## src/rtl/pipe_stage_reg_if.sv

```systemverilog
// Bundle of the control, data and status signals between a pipeline stage and
// its inter-stage register.
//   master : stage / hazard unit / CP0 side, drives req/stall/flush/we/cnt_clr
//            and the *_in fields, and observes the *_out fields and bubble_cnt
//   slave  : pipe_stage_reg side, the mirror image
interface pipe_stage_reg_if #(
    parameter int unsigned PAYLOAD_W = 96,
    parameter int unsigned EXC_W     = 5,
    parameter int unsigned CNT_W     = 16
);
    logic                 req;
    logic                 stall;
    logic                 flush;
    logic                 we;
    logic                 cnt_clr;
    logic [31:0]          instr_in;
    logic [31:0]          pc_in;
    logic [PAYLOAD_W-1:0] payload_in;
    logic [EXC_W-1:0]     exc_in;
    logic [EXC_W-1:0]     exc_local_in;
    logic                 bd_in;

    logic [31:0]          instr_out;
    logic [31:0]          pc_out;
    logic [PAYLOAD_W-1:0] payload_out;
    logic [EXC_W-1:0]     exc_out;
    logic                 bd_out;
    logic                 valid_out;
    logic [CNT_W-1:0]     bubble_cnt;

    modport master (
        output req, stall, flush, we, cnt_clr,
        output instr_in, pc_in, payload_in, exc_in, exc_local_in, bd_in,
        input  instr_out, pc_out, payload_out, exc_out, bd_out, valid_out, bubble_cnt
    );

    modport slave (
        input  req, stall, flush, we, cnt_clr,
        input  instr_in, pc_in, payload_in, exc_in, exc_local_in, bd_in,
        output instr_out, pc_out, payload_out, exc_out, bd_out, valid_out, bubble_cnt
    );
endinterface

```

## src/rtl/pipe_stage_reg.sv

```systemverilog
// Generic inter-stage pipeline register for the five-stage MIPS core.
// Carries instr/pc/payload plus exception code, branch-delay flag and a valid
// bit; resolves exception redirect, stall bubble, flush, load and hold with
// priority req > stall > flush > we > hold. A locally detected exception is
// merged into the carried code (upstream code wins). Stall bubbles are counted
// in a saturating counter for the performance counters.
// Ports:
//   clk    : rising-edge clock
//   reset  : asynchronous, active-high reset
//   bus    : pipe_stage_reg_if.slave (controls, *_in fields, registered
//            *_out fields, bubble_cnt)
// All outputs are registered; there is no combinational input-to-output path.
module pipe_stage_reg #(
    parameter int unsigned PAYLOAD_W  = 96,
    parameter int unsigned EXC_W      = 5,
    parameter logic [31:0] HANDLER_PC = 32'h0000_4180,
    parameter logic [31:0] RESET_PC   = 32'h0000_0000,
    parameter int unsigned CNT_W      = 16
) (
    input  logic                  clk,
    input  logic                  reset,
    pipe_stage_reg_if.slave       bus
);

    localparam logic [CNT_W-1:0] CNT_MAX = '1;

    logic [31:0]          instr_q;
    logic [31:0]          pc_q;
    logic [PAYLOAD_W-1:0] payload_q;
    logic [EXC_W-1:0]     exc_q;
    logic                 bd_q;
    logic                 valid_q;
    logic [CNT_W-1:0]     cnt_q;

    logic [EXC_W-1:0]     exc_merged_c;
    logic                 cnt_inc_c;

    // First exception wins: an upstream code masks the locally detected one.
    always_comb begin
        exc_merged_c = bus.exc_local_in;
        if (bus.exc_in != '0) begin
            exc_merged_c = bus.exc_in;
        end
    end

    // A bubble is counted only when the stall is not overridden by req.
    assign cnt_inc_c = bus.stall && !bus.req;

    // Pipeline contents with the redirect/bubble/flush/load/hold priority.
    always_ff @(posedge clk or posedge reset) begin
        if (reset) begin
            instr_q   <= '0;
            pc_q      <= RESET_PC;
            payload_q <= '0;
            exc_q     <= '0;
            bd_q      <= 1'b0;
            valid_q   <= 1'b0;
        end else if (bus.req) begin
            instr_q   <= '0;
            pc_q      <= HANDLER_PC;
            payload_q <= '0;
            exc_q     <= '0;
            bd_q      <= 1'b0;
            valid_q   <= 1'b0;
        end else if (bus.stall) begin
            // Bubble keeps pc/bd so CP0 still sees a meaningful EPC/BD.
            instr_q   <= '0;
            pc_q      <= bus.pc_in;
            payload_q <= '0;
            exc_q     <= '0;
            bd_q      <= bus.bd_in;
            valid_q   <= 1'b0;
        end else if (bus.flush) begin
            instr_q   <= '0;
            pc_q      <= RESET_PC;
            payload_q <= '0;
            exc_q     <= '0;
            bd_q      <= 1'b0;
            valid_q   <= 1'b0;
        end else if (bus.we) begin
            instr_q   <= bus.instr_in;
            pc_q      <= bus.pc_in;
            payload_q <= bus.payload_in;
            exc_q     <= exc_merged_c;
            bd_q      <= bus.bd_in;
            valid_q   <= 1'b1;
        end
    end

    // Saturating bubble counter; clear overrides a same-cycle increment.
    always_ff @(posedge clk or posedge reset) begin
        if (reset) begin
            cnt_q <= '0;
        end else if (bus.cnt_clr) begin
            cnt_q <= '0;
        end else if (cnt_inc_c && (cnt_q != CNT_MAX)) begin
            cnt_q <= cnt_q + CNT_W'(1);
        end
    end

    assign bus.instr_out   = instr_q;
    assign bus.pc_out      = pc_q;
    assign bus.payload_out = payload_q;
    assign bus.exc_out     = exc_q;
    assign bus.bd_out      = bd_q;
    assign bus.valid_out   = valid_q;
    assign bus.bubble_cnt  = cnt_q;

endmodule

```

## src/flat_wrapper.sv

```systemverilog
// flat-port wrapper written by rule: the top's interface ports become plain ports
module pipe_stage_reg_flat 
#(
    parameter int unsigned PAYLOAD_W  = 96,
    parameter int unsigned EXC_W      = 5,
    parameter logic [31:0] HANDLER_PC = 32'h0000_4180,
    parameter logic [31:0] RESET_PC   = 32'h0000_0000,
    parameter int unsigned CNT_W      = 16
)
  (clk, reset, bus_req, bus_stall, bus_flush, bus_we, bus_cnt_clr, bus_instr_in, bus_pc_in, bus_payload_in, bus_exc_in, bus_exc_local_in, bus_bd_in, bus_instr_out, bus_pc_out, bus_payload_out, bus_exc_out, bus_bd_out, bus_valid_out, bus_bubble_cnt);
  pipe_stage_reg_if #(.PAYLOAD_W(PAYLOAD_W), .EXC_W(EXC_W), .CNT_W(CNT_W)) bus_i ();
  input  logic clk;
  input  logic reset;
  input wire logic [$bits(bus_i.req)-1:0] bus_req;
  input wire logic [$bits(bus_i.stall)-1:0] bus_stall;
  input wire logic [$bits(bus_i.flush)-1:0] bus_flush;
  input wire logic [$bits(bus_i.we)-1:0] bus_we;
  input wire logic [$bits(bus_i.cnt_clr)-1:0] bus_cnt_clr;
  input wire logic [$bits(bus_i.instr_in)-1:0] bus_instr_in;
  input wire logic [$bits(bus_i.pc_in)-1:0] bus_pc_in;
  input wire logic [$bits(bus_i.payload_in)-1:0] bus_payload_in;
  input wire logic [$bits(bus_i.exc_in)-1:0] bus_exc_in;
  input wire logic [$bits(bus_i.exc_local_in)-1:0] bus_exc_local_in;
  input wire logic [$bits(bus_i.bd_in)-1:0] bus_bd_in;
  output wire logic [$bits(bus_i.instr_out)-1:0] bus_instr_out;
  output wire logic [$bits(bus_i.pc_out)-1:0] bus_pc_out;
  output wire logic [$bits(bus_i.payload_out)-1:0] bus_payload_out;
  output wire logic [$bits(bus_i.exc_out)-1:0] bus_exc_out;
  output wire logic [$bits(bus_i.bd_out)-1:0] bus_bd_out;
  output wire logic [$bits(bus_i.valid_out)-1:0] bus_valid_out;
  output wire logic [$bits(bus_i.bubble_cnt)-1:0] bus_bubble_cnt;
  assign bus_i.req = bus_req;
  assign bus_i.stall = bus_stall;
  assign bus_i.flush = bus_flush;
  assign bus_i.we = bus_we;
  assign bus_i.cnt_clr = bus_cnt_clr;
  assign bus_i.instr_in = bus_instr_in;
  assign bus_i.pc_in = bus_pc_in;
  assign bus_i.payload_in = bus_payload_in;
  assign bus_i.exc_in = bus_exc_in;
  assign bus_i.exc_local_in = bus_exc_local_in;
  assign bus_i.bd_in = bus_bd_in;
  assign bus_instr_out = bus_i.instr_out;
  assign bus_pc_out = bus_i.pc_out;
  assign bus_payload_out = bus_i.payload_out;
  assign bus_exc_out = bus_i.exc_out;
  assign bus_bd_out = bus_i.bd_out;
  assign bus_valid_out = bus_i.valid_out;
  assign bus_bubble_cnt = bus_i.bubble_cnt;
  pipe_stage_reg #(.PAYLOAD_W(PAYLOAD_W), .EXC_W(EXC_W), .HANDLER_PC(HANDLER_PC), .RESET_PC(RESET_PC), .CNT_W(CNT_W)) u_core (.clk(clk), .reset(reset), .bus(bus_i));
endmodule
```

## config.mk

```make
export PLATFORM = sky130hd
export DESIGN_NAME = pipe_stage_reg_flat
export DESIGN_NICKNAME = d
export VERILOG_FILES = /design/src/rtl/pipe_stage_reg_if.sv /design/src/rtl/pipe_stage_reg.sv /design/src/flat_wrapper.sv
export SDC_FILE = /design/constraint.sdc
export NUM_CORES = 1
export LEC_CHECK = 0
export ABC_AREA = 0
export ABC_CLOCK_PERIOD_IN_PS = 15350
export CORE_AREA = 3 3 140 142
export CTS_CLUSTER_DIAMETER = 60
export CTS_CLUSTER_SIZE = 28
export DETAILED_ROUTE_END_ITERATION = 8
export DIE_AREA = 0 0 143 145
export PLACE_DENSITY = 0.83
export SYNTH_ARGS = -nofsm -noshare
export SYNTH_HDL_FRONTEND = slang
export SYNTH_SLANG_ARGS = --single-unit
```

## constraint.sdc

```tcl
create_clock -name clk -period 15.35 [get_ports clk]
set_input_delay 2.3025 -clock clk [delete_from_list [all_inputs] [get_ports clk]]
set_output_delay 2.3025 -clock clk [all_outputs]
set_load 0.01 [all_outputs]
```

==> metrics.yaml, run 1 <==
finish:
  final_area_um2: 11400
  instances_no_fill: 1156
  area_delta_synth_final_pct: 62.4
  drive_above_1_share_pct: 6.07
  n_antenna_cell: 0
  fin_nets: 1089
synthesis:
  syn-cell-area_um2: 7040
  yosysWarnings: 0
  synth_seq_cells: 183
  ys_types: 36
  synth-edff-count: 0
  async_reset_ff_share_pct: 100
  avgSynthCellArea_um2: 12.4
  syn_inst: 569
  synth.net_count: 748
  synthFlopType: "dfrtp_1"
  seq_area_frac_synth_pct: 65.1
global_routing:
  gr-total-overflow: 0
  grt_pass1_vias: 6274
  grt_max_degree: 108
  antenna_found_initial: 0
  grt_pass1_wl_um: 34800
  grt_use_total_pct: 21.3
worst_setup_path:
  worstPathRequired_ps: 15700
  crit_path_start: "bus_stall"
  critPathMaxStageDelay_ps: 720
  crit_path_start_kind: "input port"
  critPathCaptureType: "flop"
  crit_chain: "clkdlybuf4s50_1 > nor3_1 > and2_4 > buf_4 > a22o_1"
  worstSetupPathType: "in -> reg"
  crit_slowest_cell: "buf_4"
  reg2reg_from: "u_core.bus.bubble_cnt[0]"
  critPathArrivalTime_ps: 4910
  critPathMaxFanout: 80
power_and_ir_drop:
  p_leak_nw: 4.93
  p_per_area_nw_per_um2: 94.1
  ir_drop_uv: 73.7
timing:
  worstMarginPinSlew_ps: 978
  setup_violations: 0
  clock_skew_ps: 3.49
  rsz0062_at_grt: "no"
  timing.setup.tns_ps: 0
  min_period_ps: 4560
  min_period_over_period_pct: 29.7
  worst_hold_slack_ps: 480
  hold_violations: 0
  slew_viol_final: 0
  max-slew-margin-rel_pct: 34.8
  fmax_mhz: 219
floorplan:
  initial_core_util_pct: 37.9
  fp.dieArea_um2: 20700
  fp.dieH_um: 145
  rows: 50
  die_w_um: 143
  core-area_um2: 18600
  pin_count: 361
detailed_routing:
  m1WireLength_um: 8620
  highest_layer: "met4"
  drcViolationCount: 0
  drtAntennaViolNets: 0
  wire_per_inst_um: 18.9
  firstDrtPassIters: 4
  met3_length_um: 1640
  totalWireLength_um: 21900
  dr_wl_met2_um: 11000
  detail_route.iter0.violations: 256
  vias: 5926
  via_per_inst: 5.13
min_path:
  holdCritStartpoint: "u_core.bus.pc_out[25]"
  hold_path.class: "reg -> reg"
clocking:
  cts_tree: "done"
  cts.htree.levels: 4
  cts_root_buffer: "clkbuf_16"
  holdBufCountCts: 0
  clock_path_buffers: 2
  clk_pin_slew_ps: 70
  worstSkewPairLatency_ps: 410
  cts_setup_buffers: 0
  cts_buffers: 17
  post_cts_resize_count: 0
  cts_sinks: 183
job:
  maxCapViolations: 0
placement:
  dp_hpwl_um: 15800
  place_congestion: 0.834
  dpl_cell_area_um2: 10800
  portBuffers: 360
  dp.cells: 1125
run_status:
  outcome: "completed"
-- worst paths after layout --
kind | end | slack, ps | depth (start not counted)
max in group asynchronous | u_core.bus.payload_out[7] | 11770 | 3
max reg2reg | u_core.bus.bubble_cnt[0] | 13170 | 5
max | u_core.bus.instr_out[11] | 10790 | 5
min in group asynchronous | u_core.bus.payload_out[11] | 2360 | 2
min reg2reg | u_core.bus.pc_out[25] | 480 | 2
min | u_core.bus.pc_out[25] | 480 | 2
-- power breakdown --
| part | switching (mW) | total (mW) | internal, mW |
|---|---|---|---|
| Sequential | 0.00699 | 0.501 | 0.494 |
| Clock | 0.201 | 0.463 | 0.262 |
| Combinational | 0.0443 | 0.112 | 0.0677 |
-- per-stage QoR --
stage,total power [mW],util (%),setup slack (ps)
after floorplan,0.542,-,8080
after global placement,0.621,58.2,10400
after detailed placement,0.624,58.2,10340
after CTS,1.09,61.5,10770
after global routing,1.11,61.5,10560
final,1.08,61.5,10790
-- cells by family after synthesis --
group                    Yosys count  synth area share (%)
flip-flops                       183                  65.1
multiplexers                      10                  1.58
AO/OA/AOI/OAI                    196                  21.3
adder cells (fa/ha/maj)            1                 0.178
buffers and inverters             51                  3.00
AND/OR/NAND/NOR                  128                  8.89
-- placed cells by master, fill, tap and decap left out, drive strengths merged, types with 4 or more instances in the layout --
cell and n:
nand3 6, buf 6, a22o 128, nor2 14
nand2 72, o21ai 40, clkdlybuf4s50 360, mux2 9
inv 14, a21oi 16, dfrtp 183, clkbuf 17
nand4 4, nor2b 10, nor4 5, or4 5
-- cells in the mapped netlist, types with 2 or more instances --
| master | number | share of area, % |
|---|---|---|
| dfrtp_1 | 183 | 65 |
| a22o_1 | 128 | 16 |
| nand2_1 | 72 | 3.8 |
| o21ai_0 | 40 | 2.8 |
| clkbuf_1 | 26 | 1.4 |
| a21oi_1 | 16 | 1.1 |
| buf_2 | 16 | 1.1 |
| nor2_1 | 14 | 0.75 |
| nor2b_1 | 10 | 0.89 |
| mux2_2 | 9 | 1.4 |
| inv_1 | 7 | 0.37 |
| nand3_1 | 6 | 0.43 |
| nor4_1 | 4 | 0.36 |
| or4_1 | 4 | 0.43 |
| a22oi_1 | 3 | 0.32 |
| nand4_1 | 3 | 0.27 |
| a211oi_1 | 2 | 0.21 |
| buf_1 | 2 | 0.11 |
| nor3_1 | 2 | 0.14 |
| nor4b_1 | 2 | 0.25 |
| o31ai_1 | 2 | 0.21 |
| o41ai_1 | 2 | 0.25 |
| or2_2 | 2 | 0.18 |
| or3_1 | 2 | 0.18 |
-- per-layer routing --
layer,vias up,track usage (%)
li1,2762,-
met4,0,7.79
met3,30,6.49
met1,2881,25.7
met5,-,0
met2,253,35.7
-- state kept, by name (all words and copies together) (netlist names) --
| signal | cells |
|---|---|
| u_core.bus.bd_out | 1 |
| u_core.bus.bubble_cnt | 16 |
| u_core.bus.exc_out | 5 |
| u_core.bus.instr_out | 32 |
| u_core.bus.payload_out | 96 |
| u_core.bus.pc_out | 32 |
| u_core.bus.valid_out | 1 |
-- final cells by class --
class                   count  area (um2)
well taps                 234         293
multi-input cells         335        2260
repair buffers            366        3650
fillers                  1489        7150
flip-flops and latches    183        4580
clock buffers              17         425
inverters                   7        31.3
clock inverters            14         190
-- critical path, delay by kind of cell --
kind / cells / cell delay (ps)
compound gates: 1 / 240
buf+inv: 2 / 1340
simple gates: 2 / 930
Note: power is estimated with default switching activity, not from simulation.
==> run 2: changes to the inputs <==
ABC_CLOCK_PERIOD_IN_PS = 4000   (was 15350)
CORE_AREA = default   (was 3 3 140 142)
CORE_MARGIN = 3   (was default)
CORE_UTILIZATION = 36   (was default)
DIE_AREA = default   (was 0 0 143 145)
clock period = 4 ns   (was 15.35 ns; I/O delays follow)
==> run 2 against run 1 <==
Via count up 0.61%. Global-route usage fell by 1.0 points. Clock skew about the same. Critical path type unchanged. Largest cell class unchanged. Wire length is 0.36% lower.
==> metrics.yaml, run 2 (synthesized netlist as in run 1, its figures left out) <==
run_status:
  outcome: "completed"  # unchanged
clocking:
  cts.htree.levels: 4  # unchanged
  cts_sinks: 183  # unchanged
  clk_pin_slew_ps: 70  # about the same
  cts_buffers: 17  # unchanged
  post_cts_resize_count: 0  # unchanged
  holdBufCountCts: 0  # unchanged
  cts_tree: "done"  # unchanged
  worstSkewPairLatency_ps: 420  # was 410 ps
  cts_setup_buffers: 0  # unchanged
  clock_path_buffers: 2  # unchanged
  cts_root_buffer: "clkbuf_16"  # unchanged
detailed_routing:
  via_per_inst: 5.04  # was 5.13
  totalWireLength_um: 21800  # was 21900 um
  firstDrtPassIters: 4  # unchanged
  wire_per_inst_um: 18.4  # was 18.9 um
  vias: 5962  # was 5926
  detail_route.iter0.violations: 247  # was 256
  drtAntennaViolNets: 0  # unchanged
  drcViolationCount: 0  # unchanged
timing:
  max-slew-margin-rel_pct: 42.9  # was 34.8%
  worstMarginPinSlew_ps: 857  # was 978 ps
  worst_hold_slack_ps: 481  # was 480 ps
  min_period_ps: 2510
  timing.setup.tns_ps: 0  # unchanged
  slew_viol_final: 0  # unchanged
  clock_skew_ps: 3.07  # was 3.49 ps
  min_period_over_period_pct: 62.6
  fmax_mhz: 399
  setup_violations: 0  # unchanged
  hold_violations: 0  # unchanged
  rsz0062_at_grt: "no"  # unchanged
floorplan:
  fp.dieH_um: 146  # was 145 um
  rows: 50  # unchanged
  fp.dieArea_um2: 21300  # was 20700 um2
  pin_count: 361  # unchanged
  initial_core_util_pct: 37.1  # was 37.9%
  core-area_um2: 19000  # was 18600 um2
  die_w_um: 146  # was 143 um
power_and_ir_drop:
  p_leak_nw: 4.94  # was 4.93 nW
  ir_drop_uv: 267  # was 73.7 uV
  p_per_area_nw_per_um2: 356  # was 94.1 nW/um2
  p_total_mw: 4.09  # was 1.08 mW
finish:
  final_core_util_pct: 60.7  # was 61.5%
  final_cell_mix: "clkdlybuf4s50_1, dfrtp_1, a22o_1, nand2_1, o21ai_0"  # unchanged
  fin_nets: 1090  # was 1089
  drive_above_1_share_pct: 6.17  # was 6.07%
  fillers: 1486  # was 1489
  area_delta_synth_final_pct: 63.4  # was 62.4%
  n_antenna_cell: 0  # unchanged
  largest_register_ffs: 96  # unchanged
  final_common_cell: "clkdlybuf4s50_1"  # unchanged
placement:
  dp_hpwl_um: 15500  # was 15800 um
  portBuffers: 360  # unchanged
  place_congestion: 0.870  # was 0.834
global_routing:
  grt_pass1_wl_um: 34600  # was 34800 um
  antenna_found_initial: 0  # unchanged
  gr-total-overflow: 0  # unchanged
  grt_pass1_vias: 6115  # was 6274
  grt_use_total_pct: 20.2  # was 21.3%
  grt_max_degree: 117  # was 108
worst_setup_path:
  worstSetupPathType: "in -> reg"  # unchanged
  critPathArrivalTime_ps: 2870  # was 4910 ps
  critPathMaxFanout: 58  # was 80
  worstPathRequired_ps: 4360  # was 15700 ps
  crit_path_start_kind: "input port"  # unchanged
  critPathCaptureType: "flop"  # unchanged
min_path:
  hold_path.class: "reg -> reg"  # unchanged
job:
  maxCapViolations: 0  # unchanged
## run 2: per-layer routing
| layer | routed length, um | global-route usage, % | vias to the layer above |
|---|---|---|---|
| met5 | 0 | 0 | - |
| met4 | 393 | 6.17 | 0 |
| met2 | 11100 | 35.3 | 273 |
| met1 | 8430 | 23.6 | 2885 |
| li1 | - | - | 2777 |
| met3 | 1830 | 6.98 | 27 |
## run 2: path summary, 6_finish.rpt
path                                     startpoint                          to  slack, ps  cells after the start
max in group asynchronous                     reset       u_core.bus.pc_out[18]       2580                      3
min in group asynchronous                     reset  u_core.bus.payload_out[17]        690                      3
hold reg to reg               u_core.bus.pc_out[16]       u_core.bus.pc_out[16]        480                      2
setup / recovery                          bus_stall     u_core.bus.instr_out[3]       1490                      5
hold / removal                u_core.bus.pc_out[16]       u_core.bus.pc_out[16]        480                      2
setup reg to reg           u_core.bus.bubble_cnt[0]    u_core.bus.bubble_cnt[0]       1670                      5
## run 2: final cells by class
cell class	count	area (um2)	area share (%)
inverter	7	30.0	0.261
clock buffer	19	443	3.85
tap	260	325	2.83
clock inverter	13	160	1.39
multi-input combinational	335	2260	19.6
sequential	183	4580	39.8
timing repair buffer	367	3710	32.2
## run 2: stage by stage
stage / setup WS, ps / instances / area [um2]
after floorplan: 1050 / 569 / 7040
after global placement: 1160 / 1152 / 10900
after detailed placement: 1080 / 1152 / 10900
after CTS: 1530 / 1184 / 11500
after global routing: 1360 / 1184 / 11500
final: 1490 / 1184 / 11500
## run 2: where the power goes
part           internal, mW  total [mW]  switching (mW)
combinational         0.264       0.434           0.170
clock                 0.962        1.74           0.776
sequential             1.89        1.92          0.0267
## run 2: worst max-delay path, stage by stage
cell and delay, ps:
clkdlybuf4s50_1 600, nor3_1 400, and2_4 660, buf_4 370, a22o_1 170
